## src/rtl/dm_port_arbiter_if.sv

```systemverilog
// Request, response and memory-side signals of the data-memory port arbiter.
// slave is the arbiter's view; master is the view of the requesters plus memory.
interface dm_port_arbiter_if #(
  parameter int ADDR_W = 12
);
  logic [1:0]        req;
  logic [1:0]        wr;
  logic [31:0]       addr0;
  logic [31:0]       addr1;
  logic [31:0]       wdata0;
  logic [31:0]       wdata1;
  logic [3:0]        be0;
  logic [3:0]        be1;
  logic [1:0]        gnt;
  logic [1:0]        done;
  logic [31:0]       rdata;
  logic              busy;
  logic [ADDR_W-1:0] mem_addr;
  logic [31:0]       mem_wdata;
  logic              mem_we;
  logic              mem_re;
  logic [31:0]       mem_rdata;

  modport slave (
    input  req, wr, addr0, addr1, wdata0, wdata1, be0, be1, mem_rdata,
    output gnt, done, rdata, busy, mem_addr, mem_wdata, mem_we, mem_re
  );

  modport master (
    output req, wr, addr0, addr1, wdata0, wdata1, be0, be1, mem_rdata,
    input  gnt, done, rdata, busy, mem_addr, mem_wdata, mem_we, mem_re
  );
endinterface

```

## src/rtl/dm_port_arbiter.sv

```systemverilog
// Round-robin sharing of the single-ported data memory between the M stage and the bridge.
// done arrives 2 cycles after req for full/empty writes, 3 for reads, 4 for byte-enable writes.
module dm_port_arbiter #(
  parameter int ADDR_W = 12
) (
  input logic              clk,
  input logic              reset,
  dm_port_arbiter_if.slave bus
);

  typedef enum logic [2:0] {
    S_IDLE,
    S_ACCESS,
    S_RDWAIT,
    S_WRITE,
    S_DONE
  } state_t;

  state_t            r_state;
  state_t            w_next;

  logic              r_last_grant;
  logic              r_owner;
  logic              r_wr;
  logic [ADDR_W-1:0] r_addr;
  logic [31:0]       r_wdata;
  logic [3:0]        r_be;
  logic [31:0]       r_merged;
  logic [31:0]       r_rdata;

  logic              w_any_req;
  logic              w_winner;
  logic              w_sel_wr;
  logic [ADDR_W-1:0] w_sel_addr;
  logic [31:0]       w_sel_wdata;
  logic [3:0]        w_sel_be;
  logic [31:0]       w_merged;
  logic [1:0]        w_owner_oh;
  logic              w_rmw;
  logic              w_mem_we;
  logic              w_mem_re;
  logic [31:0]       w_mem_wdata;
  logic              w_unused;

  assign w_any_req = |bus.req;
  assign w_unused  = ^{bus.addr0[31:ADDR_W+2], bus.addr0[1:0],
                       bus.addr1[31:ADDR_W+2], bus.addr1[1:0]};

  // A lone requester wins outright; under contention the port that did not win last time goes.
  always_comb begin
    w_winner = bus.req[1];
    if (bus.req == 2'b11) begin
      w_winner = ~r_last_grant;
    end
    w_sel_wr    = w_winner ? bus.wr[1] : bus.wr[0];
    w_sel_addr  = w_winner ? bus.addr1[ADDR_W+1:2] : bus.addr0[ADDR_W+1:2];
    w_sel_wdata = w_winner ? bus.wdata1 : bus.wdata0;
    w_sel_be    = w_winner ? bus.be1 : bus.be0;
  end

  always_comb begin
    w_merged = bus.mem_rdata;
    for (int i = 0; i < 4; i++) begin
      if (r_be[i]) begin
        w_merged[8*i +: 8] = r_wdata[8*i +: 8];
      end
    end
  end

  assign w_rmw = r_wr && (r_be != 4'b1111) && (r_be != 4'b0000);

  always_ff @(posedge clk or posedge reset) begin
    if (reset) begin
      r_state <= S_IDLE;
    end else begin
      r_state <= w_next;
    end
  end

  // Strobes come from state alone so an asynchronous reset drops them immediately.
  always_comb begin
    w_next      = r_state;
    w_mem_we    = 1'b0;
    w_mem_re    = 1'b0;
    w_mem_wdata = '0;
    case (r_state)
      S_IDLE: begin
        if (w_any_req) begin
          w_next = S_ACCESS;
        end
      end
      S_ACCESS: begin
        if (!r_wr || w_rmw) begin
          w_mem_re = 1'b1;
          w_next   = S_RDWAIT;
        end else begin
          if (r_be == 4'b1111) begin
            w_mem_we    = 1'b1;
            w_mem_wdata = r_wdata;
          end
          w_next = S_DONE;
        end
      end
      S_RDWAIT: begin
        w_next = r_wr ? S_WRITE : S_DONE;
      end
      S_WRITE: begin
        w_mem_we    = 1'b1;
        w_mem_wdata = r_merged;
        w_next      = S_DONE;
      end
      S_DONE: begin
        w_next = S_IDLE;
      end
      default: begin
        w_next = S_IDLE;
      end
    endcase
  end

  always_ff @(posedge clk or posedge reset) begin
    if (reset) begin
      r_last_grant <= 1'b1;
      r_owner      <= 1'b0;
      r_wr         <= 1'b0;
      r_addr       <= '0;
      r_wdata      <= '0;
      r_be         <= '0;
      r_merged     <= '0;
      r_rdata      <= '0;
    end else begin
      if (r_state == S_IDLE && w_any_req) begin
        r_owner <= w_winner;
        r_wr    <= w_sel_wr;
        r_addr  <= w_sel_addr;
        r_wdata <= w_sel_wdata;
        r_be    <= w_sel_be;
        if (bus.req == 2'b11) begin
          r_last_grant <= w_winner;
        end
      end
      if (r_state == S_RDWAIT) begin
        if (r_wr) begin
          r_merged <= w_merged;
        end else begin
          r_rdata <= bus.mem_rdata;
        end
      end
    end
  end

  assign w_owner_oh    = r_owner ? 2'b10 : 2'b01;
  assign bus.gnt       = (r_state != S_IDLE) ? w_owner_oh : 2'b00;
  assign bus.done      = (r_state == S_DONE) ? w_owner_oh : 2'b00;
  assign bus.busy      = (r_state != S_IDLE);
  assign bus.rdata     = r_rdata;
  assign bus.mem_addr  = (r_state == S_IDLE) ? '0 : r_addr;
  assign bus.mem_wdata = w_mem_wdata;
  assign bus.mem_we    = w_mem_we;
  assign bus.mem_re    = w_mem_re;

  a_strobe_excl: assert property (@(posedge clk) disable iff (reset) !(w_mem_we && w_mem_re));

endmodule

```

## src/flat_wrapper.sv

```systemverilog
// flat-port wrapper written by rule: the top's interface ports become plain ports
module dm_port_arbiter_flat 
#(
  parameter int ADDR_W = 12
)
  (clk, reset, bus_req, bus_wr, bus_addr0, bus_addr1, bus_wdata0, bus_wdata1, bus_be0, bus_be1, bus_mem_rdata, bus_gnt, bus_done, bus_rdata, bus_busy, bus_mem_addr, bus_mem_wdata, bus_mem_we, bus_mem_re);
  dm_port_arbiter_if #(.ADDR_W(ADDR_W)) bus_i ();
  input logic clk;
  input logic reset;
  input wire logic [$bits(bus_i.req)-1:0] bus_req;
  input wire logic [$bits(bus_i.wr)-1:0] bus_wr;
  input wire logic [$bits(bus_i.addr0)-1:0] bus_addr0;
  input wire logic [$bits(bus_i.addr1)-1:0] bus_addr1;
  input wire logic [$bits(bus_i.wdata0)-1:0] bus_wdata0;
  input wire logic [$bits(bus_i.wdata1)-1:0] bus_wdata1;
  input wire logic [$bits(bus_i.be0)-1:0] bus_be0;
  input wire logic [$bits(bus_i.be1)-1:0] bus_be1;
  input wire logic [$bits(bus_i.mem_rdata)-1:0] bus_mem_rdata;
  output wire logic [$bits(bus_i.gnt)-1:0] bus_gnt;
  output wire logic [$bits(bus_i.done)-1:0] bus_done;
  output wire logic [$bits(bus_i.rdata)-1:0] bus_rdata;
  output wire logic [$bits(bus_i.busy)-1:0] bus_busy;
  output wire logic [$bits(bus_i.mem_addr)-1:0] bus_mem_addr;
  output wire logic [$bits(bus_i.mem_wdata)-1:0] bus_mem_wdata;
  output wire logic [$bits(bus_i.mem_we)-1:0] bus_mem_we;
  output wire logic [$bits(bus_i.mem_re)-1:0] bus_mem_re;
  assign bus_i.req = bus_req;
  assign bus_i.wr = bus_wr;
  assign bus_i.addr0 = bus_addr0;
  assign bus_i.addr1 = bus_addr1;
  assign bus_i.wdata0 = bus_wdata0;
  assign bus_i.wdata1 = bus_wdata1;
  assign bus_i.be0 = bus_be0;
  assign bus_i.be1 = bus_be1;
  assign bus_i.mem_rdata = bus_mem_rdata;
  assign bus_gnt = bus_i.gnt;
  assign bus_done = bus_i.done;
  assign bus_rdata = bus_i.rdata;
  assign bus_busy = bus_i.busy;
  assign bus_mem_addr = bus_i.mem_addr;
  assign bus_mem_wdata = bus_i.mem_wdata;
  assign bus_mem_we = bus_i.mem_we;
  assign bus_mem_re = bus_i.mem_re;
  dm_port_arbiter #(.ADDR_W(ADDR_W)) u_core (.clk(clk), .reset(reset), .bus(bus_i));
endmodule
```

## config.mk

```make
export PLATFORM = sky130hd
export DESIGN_NAME = dm_port_arbiter_flat
export DESIGN_NICKNAME = d
export VERILOG_FILES = /design/src/rtl/dm_port_arbiter_if.sv /design/src/rtl/dm_port_arbiter.sv /design/src/flat_wrapper.sv
export SDC_FILE = /design/constraint.sdc
export NUM_CORES = 1
export LEC_CHECK = 0
export ABC_CLOCK_PERIOD_IN_PS = 4800
export CAP_MARGIN = 5
export CORE_MARGIN = 2
export CORE_UTILIZATION = 43
export DETAILED_ROUTE_END_ITERATION = 12
export PLACE_DENSITY = 0.81
export SYNTH_ARGS = -nofsm -noshare
export SYNTH_HDL_FRONTEND = slang
export SYNTH_SLANG_ARGS = --single-unit
```

## constraint.sdc

```tcl
create_clock -name clk -period 4.8 [get_ports clk]
set_input_delay 0.72 -clock clk [delete_from_list [all_inputs] [get_ports clk]]
set_output_delay 0.72 -clock clk [all_outputs]
set_load 0.05 [all_outputs]
```

# Word-level counts from Yosys, hierarchy flattened
# Index checks and enable logic that the tools add are counted.
[op_classes] mux=25 bitwise=2 reduce_logical=12 eq_ne=8
[op_table] cell="2-to-1 mux 32 bit" count=3
[op_table] cell="case mux 32 bit (2 select lines)" count=1
[op_table] cell="2-to-1 mux 8 bit" count=4
[op_table] cell="2-to-1 mux 12 bit" count=2
[op_table] cell="case mux 3 bit (4 select lines)" count=1
[op_table] cell="2-to-1 mux 3 bit" count=3
[op_table] cell="== test 3 x 2 -> 1 bit, second input constant" count=2
[op_table] cell="2-to-1 mux 1 bit" count=6
[op_table] cell="2-to-1 mux 2 bit" count=3
[op_table] cell="AND reduction 2 bit" count=3
[op_table] cell="== test 4 bit, second input constant" count=1
[op_table] cell="2-to-1 mux 4 bit" count=1
[op_table] cell="inequality test 4 bit, second input constant" count=1
[op_table] cell="nonzero test 4 bit" count=1
[op_table] cell="== test 3 x 1 -> 1 bit, second input constant" count=1
[op_table] cell="== test 3 bit, second input constant" count=1
[op_table] cell="logical AND 1 bit" count=3
[op_table] cell="logical NOT 3 bit" count=1
[op_table] cell="nonzero test 3 bit" count=1
[op_table] cell="== test 2 bit, second input constant" count=1
[op_table] cell="inequality test 2 x 1 -> 1 bit, second input constant" count=1
[op_table] cell="inverter 1 bit" count=2
[op_table] cell="case mux 1 bit (2 select lines)" count=1
[op_table] cell="OR reduction 2 bit" count=1
[op_table] cell="other kinds (2)" count=2
[totals] elab_cells=56 register_bits=118 out_inout_bits=83 input_bits=174

# Logic depth before layout (Yosys ltp)
[depth] ltp_word=6 ltp_mapped=6 depth_no_buf=4

# Worst setup path after synthesis
# OpenSTA, ideal clock, no wires.
[synth_timing] path_type="register -> output" start="register u_core.r_state[2]" end="output bus_done[0]" path_buffers=0 stages_incl_launch_ff=3 arrival_ps=2092 slack_ps=1988 path_cell_list="dfrtp_1 > inv_1 > nor4_1"
[synth_between] elab_chain_cells=2
[synth_rtl] item="from (decl)" line_no="dm_port_arbiter.sv:19" text="state_t r_state;"
[synth_rtl] item="from (signal assigned)" line_no="dm_port_arbiter.sv:76" text="r_state <= w_next;"
[synth_rtl] item="== test 3 bit" line_no="dm_port_arbiter.sv:154" text="assign bus.done = (r_state == S_DONE) ? w_owner_oh : 2'b00;"
[synth_rtl] item="2-to-1 mux 2 bit" line_no="dm_port_arbiter.sv:154"
[synth_rtl] item="to (decl)" line_no="flat_wrapper.sv:20" text="output wire logic [$bits(bus_i.done)-1:0] bus_done;"
# No other way between the ends.

# Worst setup path after layout
[layout_timing] start="register u_core.r_be[1]" end="output bus_mem_wdata[11]"
[layout_between] elab_chain_cells=6 word_cells_on_any_way=9 cone_classes="eq/ne (2); mux (3); reduce/logical (4)"
[layout_rtl] item="from (decl)" line_no="dm_port_arbiter.sv:27" text="logic [3:0] r_be;"
[layout_rtl] item="from (signal assigned)" line_no="dm_port_arbiter.sv:137" text="r_be <= w_sel_be;"
[layout_rtl] item="inequality test 4 bit" line_no="dm_port_arbiter.sv:70" text="assign w_rmw = r_wr && (r_be != 4'b1111) && (r_be != 4'b0000);"
[layout_rtl] item="logical AND 1 bit (2 in a row)" line_no="dm_port_arbiter.sv:70"
[layout_rtl] item="logical OR 1 bit" line_no="dm_port_arbiter.sv:93" text="if (!r_wr || w_rmw) begin"
[layout_rtl] item="2-to-1 mux 32 bit (*)" line_no="dm_port_arbiter.sv:93"
[layout_rtl] item="case mux 32 bit (2 select lines) (*)" line_no="dm_port_arbiter.sv:86" text="case (r_state)"
[layout_rtl] item="to (decl)" line_no="flat_wrapper.sv:24" text="output wire logic [$bits(bus_i.mem_wdata)-1:0] bus_mem_wdata;"
# Mark *: on every way between the ends. The rest lies on a longest branch, timed or not.

==> impl_metrics.tcl <==
set metrics [dict create \
    grt_start_max_net_pins 79 \
    timing.critical_path.arrival_ns 3.01 \
    worst_hold_path.num_cells 1 \
    max_root_sink_buffers 2 \
    global_route.usage.total_pct 23.1 \
    cts_buffers 17 \
    power_leakage_uw 0.00377 \
    criticalPathCategory "flop to output port" \
    cp-end-kind "output port" \
    final_hold_viol_count 0 \
    num_vias 4845 \
    synth-seq-cells 118 \
    yosysUniqueCellTypes 36 \
    synth-seq-area-share_pct 49.1 \
    fp.coreArea_mm2 0.0138 \
    die_height_um 122 \
    synthesis.instances 513 \
    synth_area_per_cell_um2 11.7 \
    initialDrtViolationCount 275 \
    multi_input_area_mm2 0.00279 \
    synth-edff-count 0 \
    cts.sink_count 118 \
    maxClockFrequency_mhz 268 \
    cts.clk_slew.worst_paths_ns 0.05 \
    crit_path_max_fanout 17 \
    antenna_found_initial 0 \
    die_width_um 122 \
    globalRouteOverflowTotal 0 \
    worst_skew_pair.late_latency_ns 0.41 \
    postCtsSetupBuffers 0 \
    htree_num_levels 4 \
    worst_slew_margin_rel_pct 28.7 \
    drt-pass1-iter-count 4 \
    ctsHoldBuffers 0 \
    r2r_setup_slack_ns 2.51 \
    detail_route.vias_per_cell 5.37 \
    worst_setup_path_start_kind "flop" \
    initial_core_util_pct 43.7 \
    placement_row_count 43 \
    synthesis.nets 687 \
    timing.final.crit_share_pct 77.7 \
    clock_tree_from_tritoncts "done" \
    netlist_top_cells_area "sky130_fd_sc_hd__dfrtp_1 49%, sky130_fd_sc_hd__mux2i_1 14%, sky130_fd_sc_hd__a2bb2oi_1 7.1%" \
    min_path_type "flop to flop" \
    hpwlAfterDp_mm 11.2 \
    worst-slew-pin-transition_ns 1.07 \
    final.setup.worst_slack_ns 1.07 \
    finalSetupTns_ns 0 \
    synth_largest_type_area_fraction_pct 48.7 \
    final_period_minus_worst_setup_slack_ns 3.73 \
    timing.critical_path.required_ns 4.08 \
    n_antenna_cell 0 \
    nets 885 \
    ff2ff_path_depth 3 \
    drv_cap 0 \
    gp_congestion 0.745 \
    power.ir.vdd_worst_mv 0.357 \
    fill_cells 1084 \
    layout-area-overhead-vs-synth_pct 45.3 \
    post_cts_resized 0 \
    finalClockSkew_ns 0.00598 \
    preCtsSetupSlack_ns 1.50 \
    port_buffers 216 \
    async_reset_ff_share_pct 100 \
    regToRegStartpoint "u_core.r_state[1]" \
    rr_endpoint "u_core.bus.rdata[21]" \
    setup_violators_final 0 \
    post_synth_instance_area_mm2 0.00601 \
    final_max_slew_viol_count 0 \
    synthFlopType "sky130_fd_sc_hd__dfrtp_1" \
    io_pins 257 \
    outcome "finished, final reports clean" \
    area_used_by_sequential_logic_in_the_layout_mm2 0.00295 \
    final_layout_size_suffix_gt1_share_pct 12.3 \
    synth.cells.most_frequent "117 x sky130_fd_sc_hd__dfrtp_1, 82 x sky130_fd_sc_hd__mux2i_1, 49 x sky130_fd_sc_hd__a2bb2oi_1, 49 x sky130_fd_sc_hd__nand2b_1, 37 x sky130_fd_sc_hd__nor2_1" \
    worstHoldEndpoint "u_core.bus.rdata[29]" \
    global_route_wire_length_before_repair_mm 26.6 \
    area_of_the_die_mm2 0.0149 \
    synth_largest_area_cell "sky130_fd_sc_hd__dfrtp_1" \
    routed_wl_mm 16.6 \
    power-per-cell-area_mw_per_mm2 735 \
    route.detailed.wl_per_inst_um 18.4 \
    route.detailed.drc 0 \
    grt_pass1_vias 5154 \
    hold_path_startpoint "u_core.bus.rdata[29]" \
    ys.warnings.count 0 \
    ctsRootBufferMaster "sky130_fd_sc_hd__clkbuf_16" \
    ant_nets 0 \
    yosys.cell_count.top_type "sky130_fd_sc_hd__dfrtp_1" \
    grt_setup_unrepaired "no" \
]
## power breakdown
| part | switching [uW] | internal, uW | leakage [uW] |
|---|---|---|---|
| Combinational | 2030 | 1390 | 0.00219 |
| Sequential | 396 | 1470 | 0.00131 |
| Clock | 416 | 718 | 0.000266 |
## per-stage QoR
stage / hold slack, ns / std cells / total power, uW / area (um^2) / utilization (%)
floorplan: 0.470 / 513 / 4230 / 6010 / -
global placement: 0.472 / 872 / 5210 / 8210 / 59.6
detailed placement: 0.482 / 872 / 5300 / 8210 / 59.6
CTS: 0.498 / 902 / 6470 / 8740 / 63.4
global route: 0.511 / 902 / 6750 / 8740 / 63.4
finish: 0.494 / 902 / 6420 / 8740 / 63.4
## worst max path at each step
| stage | from | depth (start not counted) | to | slack, ns |
|---|---|---|---|---|
| global route | u_core.r_be[1] | 5 | bus_mem_wdata[13] | 0.91 |
| detailed placement | u_core.r_be[1] | 5 | bus_mem_wdata[11] | 1.50 |
| finish | u_core.r_be[1] | 5 | bus_mem_wdata[11] | 1.07 |
| CTS | u_core.r_be[1] | 5 | bus_mem_wdata[11] | 1.03 |
| floorplan | reset | 1 | u_core.bus.rdata[0] | 0.95 |
| global placement | u_core.r_be[1] | 5 | bus_mem_wdata[11] | 1.50 |
## cell families (layout without fill, tap and decap cells)
group / after synthesis / after routing / synth area share (%)
muxes: 114 / 114 / 19.6
DFF: 118 / 118 / 49.1
buffers and inverters: 50 / 259 / 4.58
AOI/OAI and AO/OA: 119 / 119 / 15.6
xor gates and xnor gates: 1 / 1 / 0.146
and+or+nand+nor: 111 / 111 / 10.9
## registers in the layout (all words and copies together), names as in the netlist
register             count
u_core.r_state           3
u_core.r_wr              1
u_core.r_owner           1
u_core.bus.rdata        32
u_core.r_last_grant      1
u_core.r_merged         32
u_core.r_be              4
u_core.r_addr           12
u_core.r_wdata          32
## layout by cell type, fill, tap and decap left out
master | synthesis | final
sky130_fd_sc_hd__a22o_1 | 20 | 20
sky130_fd_sc_hd__clkbuf_1 | 13 | 4
sky130_fd_sc_hd__nand3_1 | 1 | 1
sky130_fd_sc_hd__inv_4 | 0 | 1
sky130_fd_sc_hd__or3b_4 | 1 | 1
sky130_fd_sc_hd__o211a_1 | 1 | 1
sky130_fd_sc_hd__nand4_1 | 1 | 1
sky130_fd_sc_hd__a21bo_4 | 0 | 1
sky130_fd_sc_hd__clkbuf_8 | 1 | 5
sky130_fd_sc_hd__xnor2_1 | 1 | 1
sky130_fd_sc_hd__a21oi_1 | 33 | 33
sky130_fd_sc_hd__mux2_1 | 2 | 2
sky130_fd_sc_hd__mux2i_1 | 82 | 82
sky130_fd_sc_hd__buf_4 | 3 | 8
sky130_fd_sc_hd__mux2_2 | 30 | 30
sky130_fd_sc_hd__a2111oi_0 | 1 | 1
sky130_fd_sc_hd__nor4b_4 | 1 | 1
sky130_fd_sc_hd__inv_1 | 4 | 3
sky130_fd_sc_hd__nor3_4 | 2 | 2
sky130_fd_sc_hd__or4_1 | 1 | 1
sky130_fd_sc_hd__clkbuf_16 | 0 | 17
sky130_fd_sc_hd__clkdlybuf4s50_1 | 0 | 215
sky130_fd_sc_hd__o221a_2 | 1 | 1
sky130_fd_sc_hd__clkinv_2 | 0 | 4
sky130_fd_sc_hd__o21bai_1 | 1 | 1
sky130_fd_sc_hd__a22o_2 | 12 | 12
sky130_fd_sc_hd__and3_2 | 1 | 1
sky130_fd_sc_hd__nand2b_1 | 49 | 49
sky130_fd_sc_hd__nor2_4 | 1 | 1
sky130_fd_sc_hd__nor3_1 | 1 | 1
sky130_fd_sc_hd__buf_2 | 23 | 1
sky130_fd_sc_hd__nor2_1 | 37 | 37
sky130_fd_sc_hd__dfstp_2 | 1 | 1
sky130_fd_sc_hd__and4bb_2 | 1 | 1
sky130_fd_sc_hd__a2bb2oi_1 | 49 | 49
sky130_fd_sc_hd__dfrtp_1 | 117 | 117
sky130_fd_sc_hd__inv_2 | 1 | 1
sky130_fd_sc_hd__nor4_1 | 2 | 2
sky130_fd_sc_hd__and2_1 | 12 | 12
## cell type report
type | instances | share of cell area [%]
Sequential cell | 118 | 33.8
Clock inverter | 4 | 0.229
Multi-Input combinational cell | 345 | 31.9
Clock buffer | 26 | 5.83
Tap cell | 180 | 2.58
Inverter | 5 | 0.243
Timing Repair Buffer | 224 | 25.4
## worst max-delay path, cell delays in order (launching register included)
cell	delay, ns
sky130_fd_sc_hd__dfrtp_1	0.73
sky130_fd_sc_hd__nand4_1	0.32
sky130_fd_sc_hd__nor3_4	0.25
sky130_fd_sc_hd__buf_4	0.27
sky130_fd_sc_hd__a22o_2	0.19
sky130_fd_sc_hd__clkdlybuf4s50_1	0.83
## metal layers
layer	vias up	global-route usage, %	part of all wire (%)
met5	-	0	0
met4	0	8.41	1.7
met3	25	7.57	8.5
met2	186	39.2	49
met1	2373	27.5	41
li1	2261	-	-
Power figures use the tool's default switching activity.
